[config.mk]
export PLATFORM = sky130hd
export DESIGN_NAME = id_ex_reg
export DESIGN_NICKNAME = d
export VERILOG_FILES = /design/src/rtl/riscv_pkg.sv /design/src/rtl/pipe_reg.sv /design/src/rtl/id_ex_reg.sv
export SDC_FILE = /design/constraint.sdc
export NUM_CORES = 1
export LEC_CHECK = 0
export CAP_MARGIN = 20
export CORE_AREA = 4 4 149 151
export CTS_BUF_LIST = sky130_fd_sc_hd__clkbuf_2 sky130_fd_sc_hd__clkbuf_4 sky130_fd_sc_hd__clkbuf_8
export DETAILED_ROUTE_END_ITERATION = 7
export DIE_AREA = 0 0 153 155
export PLACE_DENSITY = 0.79
export RECOVER_POWER = 50
export REMOVE_ABC_BUFFERS = 1
export SLEW_MARGIN = 20
export SYNTH_ARGS = -nofsm -noshare
export SYNTH_HDL_FRONTEND = slang
export SYNTH_SLANG_ARGS = --single-unit
[constraint.sdc]
create_clock -name clk -period 1.2 [get_ports clk]
set_input_delay 0.24 -clock clk [delete_from_list [all_inputs] [get_ports clk]]
set_output_delay 0.24 -clock clk [all_outputs]
set_load 0.02 [all_outputs]
[src/rtl/riscv_pkg.sv]
// riscv_pkg: shared encodings and widths for the 5-stage RISC-V pipeline
package riscv_pkg;
    localparam int XLEN = 32;
    localparam logic [6:0] R_T    = 7'b0110011;
    localparam logic [6:0] I_T    = 7'b0010011;
    localparam logic [6:0] LW_T   = 7'b0000011;
    localparam logic [6:0] JALR_T = 7'b1100111;
    localparam logic [6:0] S_T    = 7'b0100011;
    localparam logic [6:0] B_T    = 7'b1100011;
    localparam logic [6:0] J_T    = 7'b1101111;
    localparam logic [6:0] U_T    = 7'b0110111;
    localparam logic [1:0] RES_ALU = 2'b00;
    localparam logic [1:0] RES_MEM = 2'b01;
    localparam logic [1:0] RES_PC4 = 2'b10;
    localparam logic [1:0] RES_IMM = 2'b11;
    localparam logic [1:0] JMP_NONE = 2'b00;
    localparam logic [1:0] JMP_JAL  = 2'b10;
    localparam logic [1:0] JMP_JALR = 2'b11;
    typedef struct packed {
        logic       valid;
        logic       reg_write;
        logic       mem_write;
        logic       alu_src;
        logic       lui;
        logic       branch;
        logic [1:0] result_src;
        logic [1:0] jump;
        logic [2:0] alu_control;
        logic [2:0] funct3;
    } ctrl_t;
endpackage

[src/rtl/pipe_reg.sv]
// pipe_reg: pipeline register slice with clear (bubble) taking priority over enable
module pipe_reg #(
    parameter int W = 8
) (
    input  logic         clk,
    input  logic         rst,
    input  logic         en,
    input  logic         clr,
    input  logic [W-1:0] d,
    output logic [W-1:0] q
);
    always_ff @(posedge clk) begin
        if (rst || clr) q <= '0;
        else if (en) q <= d;
    end
endmodule

[src/rtl/id_ex_reg.sv]
// id_ex_reg: ID/EX pipeline register with stall hold and bubble insertion
module id_ex_reg
    import riscv_pkg::*;
(
    input  logic            clk,
    input  logic            rst,
    input  logic            stall,
    input  logic            flush,
    input  logic            valid_d,
    input  logic            RegWriteD,
    input  logic            MemWriteD,
    input  logic            ALUSrcD,
    input  logic            LuiD,
    input  logic            BranchD,
    input  logic [1:0]      ResultSrcD,
    input  logic [1:0]      JumpD,
    input  logic [2:0]      ALUControlD,
    input  logic [2:0]      funct3D,
    input  logic [XLEN-1:0] RD1D,
    input  logic [XLEN-1:0] RD2D,
    input  logic [XLEN-1:0] ImmExtD,
    input  logic [XLEN-1:0] PCD,
    input  logic [XLEN-1:0] PCPlus4D,
    input  logic [4:0]      Rs1D,
    input  logic [4:0]      Rs2D,
    input  logic [4:0]      RdD,
    output logic            valid_e,
    output logic            RegWriteE,
    output logic            MemWriteE,
    output logic            ALUSrcE,
    output logic            LuiE,
    output logic            BranchE,
    output logic [1:0]      ResultSrcE,
    output logic [1:0]      JumpE,
    output logic [2:0]      ALUControlE,
    output logic [2:0]      funct3E,
    output logic [XLEN-1:0] RD1E,
    output logic [XLEN-1:0] RD2E,
    output logic [XLEN-1:0] ImmExtE,
    output logic [XLEN-1:0] PCE,
    output logic [XLEN-1:0] PCPlus4E,
    output logic [4:0]      Rs1E,
    output logic [4:0]      Rs2E,
    output logic [4:0]      RdE
);
    ctrl_t ctrl_d, ctrl_e;
    logic [5*XLEN-1:0] data_e;
    logic [14:0] idx_e;
    logic en, clr;
    // an invalid slot loads as a bubble, but a stall still holds whatever is in E
    assign en  = !stall;
    assign clr = flush || (!stall && !valid_d);
    assign ctrl_d.valid       = valid_d;
    assign ctrl_d.reg_write   = RegWriteD;
    assign ctrl_d.mem_write   = MemWriteD;
    assign ctrl_d.alu_src     = ALUSrcD;
    assign ctrl_d.lui         = LuiD;
    assign ctrl_d.branch      = BranchD;
    assign ctrl_d.result_src  = ResultSrcD;
    assign ctrl_d.jump        = JumpD;
    assign ctrl_d.alu_control = ALUControlD;
    assign ctrl_d.funct3      = funct3D;
    pipe_reg #(.W($bits(ctrl_t))) u_ctrl (
        .clk(clk), .rst(rst), .en(en), .clr(clr), .d(ctrl_d), .q(ctrl_e)
    );
    pipe_reg #(.W(5*XLEN)) u_data (
        .clk(clk), .rst(rst), .en(en), .clr(clr),
        .d({RD1D, RD2D, ImmExtD, PCD, PCPlus4D}), .q(data_e)
    );
    pipe_reg #(.W(15)) u_idx (
        .clk(clk), .rst(rst), .en(en), .clr(clr),
        .d({Rs1D, Rs2D, RdD}), .q(idx_e)
    );
    assign valid_e     = ctrl_e.valid;
    assign RegWriteE   = ctrl_e.reg_write;
    assign MemWriteE   = ctrl_e.mem_write;
    assign ALUSrcE     = ctrl_e.alu_src;
    assign LuiE        = ctrl_e.lui;
    assign BranchE     = ctrl_e.branch;
    assign ResultSrcE  = ctrl_e.result_src;
    assign JumpE       = ctrl_e.jump;
    assign ALUControlE = ctrl_e.alu_control;
    assign funct3E     = ctrl_e.funct3;
    assign {RD1E, RD2E, ImmExtE, PCE, PCPlus4E} = data_e;
    assign {Rs1E, Rs2E, RdE} = idx_e;
endmodule

-- Word-level counts from Yosys, hierarchy flattened
Cells that the tools add are included.
- flip-flop bits (word level): 191
- logic and storage cells: 8
- reduce and logical (&&, ||, !) cells: 5
- operator list (kind ; number):
    zero test 1 bit ; 2
    logical OR 1 bit ; 2
    logical AND 1 bit ; 1

-- Logic depth before layout (Yosys ltp)
- depth after elaboration: 4
- gate-level depth with buffers: 5
- mapped depth without buffers: 2

-- Cells and area by module
Synthesis repeated with hierarchy kept, for this count alone.
- cells, all modules: 622
- area, all modules: 6841.6 µm²
- by module, submodules not included (module ; instances ; cells an instance ; area an instance (µm²)):
    pipe_reg at u_data ; 1 ; 517 ; 5690.5
    pipe_reg at u_ctrl ; 1 ; 53 ; 581.8
    pipe_reg at u_idx ; 1 ; 50 ; 558.0
    id_ex_reg ; 1 ; 2 ; 11.3

-- Worst setup path before layout
Ideal clock, no wire load.
- path kind: input to register
- from: input port flush
- to: register u_ctrl.q[10]
- setup time: 0.070 ns
- data arrival time: 0.876 ns
- required time: 1.130 ns
- slack: 0.254 ns
- stages: 4
- path buffers: 2
- path through: or2_1 > buf_6 > buf_2 > a21oi_1
- cells in the longest elaborated chain, start to end: 2
- ends and longest elaborated chain (item ; RTL line ; source):
    start, declared ; id_ex_reg.sv:8 ; input logic flush,
    logical OR 1 bit ; id_ex_reg.sv:52 ; assign clr = flush || (!stall && !valid_d);
    logical OR 1 bit ; pipe_reg.sv:13 ; if (rst || clr) q <= '0;
    end signal, assigned ; pipe_reg.sv:13 ;
    end signal, assigned ; pipe_reg.sv:14 ; else if (en) q <= d;
    end, declared ; pipe_reg.sv:10 ; output logic [W-1:0] q
Every way passes these cells.
A chain may end at the register's enable or synchronous reset.

-- Final worst setup path
- from: register u_data.q[141]
- to: output port RD1E[13]
- RTL lines (item ; RTL line ; source):
    start, declared ; pipe_reg.sv:10 ;
    start signal, assigned ; pipe_reg.sv:13 ;
    start signal, assigned ; pipe_reg.sv:14 ;
    end, declared ; id_ex_reg.sv:37 ; output logic [XLEN-1:0] RD1E,
No word-level cell between the ends.

==> impl_metrics.toml <==
[floorplanning]
rows = 53
start_util_pct = 35.9
core_sq_mm = 0.0208
die_w_um = 153
io_pins = 386
fp.dieArea_sq_mm = 0.0237
die_y_um = 155

[grt]
grt_max_degree = 58
antenna_found_initial = 0
overflow = 0
grt.total_usage_pct = 19.9
grt_pass1_vias = 7317
grt_pass1_wl_um = 38700

[clock_network]
htreeDepth = 4
cts_num_sinks = 191
clkLatencyLatePin_ps = 450
cts_made_buffers = 17
path_clk_slew_ps = 110
clock_path_buffers = 2
cts_root_buf = "clkbuf_8"
cts_tree = "built"

[cells_and_area]
n_fill_cell = 1711
fin_area_sq_mm = 0.0130
nets = 1472
drive_gt1_share_pct = 40.7
diodes = 0
area_delta_synth_final_pct = 74.3

[critical_path]
worst-setup-path-type = "reg -> out"
crit_path_start = "u_data.q[141]$_SDFFE_PP0N_"
path_cells = "buf_6"
required_ps = 960
critical_path.top_delay_family = "flip-flops"
cp_max_fo = 2
slowest_stage = "dfxtp_4"
arrival_ps = 950
cp-start-kind = "flop"
path_buf_inv = 1
r2r-start = "u_data.q[6]$_SDFFE_PP0N_"
worst_setup_path_end_kind = "output pin"
cpPeakStageDelay_ps = 370

[sta]
rsz0062_at_grt = "true"
post-route-min-period_ps = 1190
post-route-period-util_pct = 98.9
slew_viol_final = 0
skew_ps = 0
tightest_slew_ps = 349
max_freq_mhz = 842
final_hold_viol_count = 0
setup_viol = 0
finalSetupTns_ps = 0
slew-limit-headroom_pct = 76.7

[synthesis]
yosysTopAreaCell = "dfxtp_1"
ys_types = 13
syn_area_sq_mm = 0.00748
yosysWarnings = 0
synth_top_area_share_pct = 51.1
postSynthAreaPerCell_sq_um = 8.82
ys_ff_latch = 191
ys_seq_area_share_pct = 51.1
postSynthCellCount = 848
synth_area_leaders = "dfxtp_1 51%, nand3b_1 19%, a21oi_1 12%"

[drt]
drt_iter0_markers = 335
drc_errors = 0
vias_per_cell = 4.86
post_drt_wl_per_cell_um = 16.4
ant_nets = 0
dr.pass1.iters = 4
drt_wl_total_um = 25600
num_vias = 7604

[place]
port_buffers = 385
place_area_sq_mm = 0.0119
hpwl_um = 18200
gp_congestion = 0.826

[run]
drv_cap = 0

[power]
peakVddDrop_uv = 796
p_per_area_mw_per_mm2 = 983
p_leak_nw = 4.91

[hold_path]
worstHoldStart = "stall"
hold_path_class = "in -> reg"

[run_status]
status = "complete, no violations"
[Yosys cell counts]
cell type,number
buf_6,13
a21oi_1,179
nand3b_1,190
clkbuf_1,18
mux2i_1,1
dfxtp_1,191
nand2_1,190
buf_2,42
clkbuf_2,1
a21oi_2,11
or2_1,1
buf_4,10
nor2_1,1
[registers in the layout (all words and copies together) (netlist names)]
signal    cells
u_ctrl.q     16
u_idx.q      15
u_data.q    160
[layer usage]
| layer | track usage (%) | routed length [um] | share of wire (%) |
|---|---|---|---|
| met5 | 0 | 0 | 0 |
| met4 | 6.11 | 624 | 2.4 |
| met3 | 6.59 | 2070 | 8.1 |
| met2 | 35.6 | 13000 | 51 |
| met1 | 22.5 | 9930 | 39 |
[kinds of logic after synthesis]
group	share of synthesized area (%)
buf+inv	6.74
compound gates	13.3
simple gates	28.7
mux	0.134
flops	51.1
[stage by stage]
stage / hold slack, ps / cells / worst slack (ps) / utilization (%) / power [mW]
after floorplan: 376 / 764 / -2610 / - / 7.23
after global placement: 443 / 1482 / -228 / 57.3 / 8.72
after detailed placement: 446 / 1482 / -268 / 57.3 / 8.74
after CTS: 218 / 1532 / -29.9 / 61.9 / 13.0
after global routing: 229 / 1564 / -40.9 / 62.6 / 13.3
final: 252 / 1564 / 12.9 / 62.6 / 12.8
[placed cells by master, fill, tap and decap left out]
cell type,count
buf_4,79
a21oi_2,8
clkbuf_8,20
clkinvlp_4,1
nand2_1,190
a21oi_1,182
dfxtp_4,1
clkdlybuf4s50_1,192
nor2_1,1
buf_12,18
buf_6,193
clkbuf_2,3
nand3b_1,190
clkinv_8,1
clkbuf_1,8
clkinv_4,3
inv_8,3
dfxtp_2,190
or2_0,1
mux2i_1,1
inv_6,4
[power breakdown]
part | total, mW | internal [mW] | switching [mW]
logic | 2.09 | 1.23 | 0.861
clock network | 4.15 | 1.63 | 2.52
registers | 6.57 | 6.48 | 0.0922
total | 12.8 | 9.35 | 3.47
[timing repair]
item	CTS	global route
buffers inserted	19	32
hold endpoints to repair	0	0
gates resized for setup	1327	12
hold buffers	0	0
endpoints found under the setup margin	191	156
[cell type report]
cell class	instances	area [sq um]	area share, %
Timing Repair Buffer	494	5110	39.2
Multi-Input combinational cell	573	3140	24.1
Clock buffer	19	262	2.01
Tap cell	275	344	2.64
Sequential cell	191	4070	31.2
Clock inverter	12	119	0.912
[worst paths after layout]
check	slack, ps	cells after the start	end
setup / recovery	10	1	RD1E[13]
hold / removal	250	4	u_data.q[70]$_SDFFE_PP0N_
setup reg to reg	350	4	u_data.q[6]$_SDFFE_PP0N_
hold reg to reg	470	2	u_data.q[132]$_SDFFE_PP0N_
No activity file was read; power rests on OpenSTA's default activity.
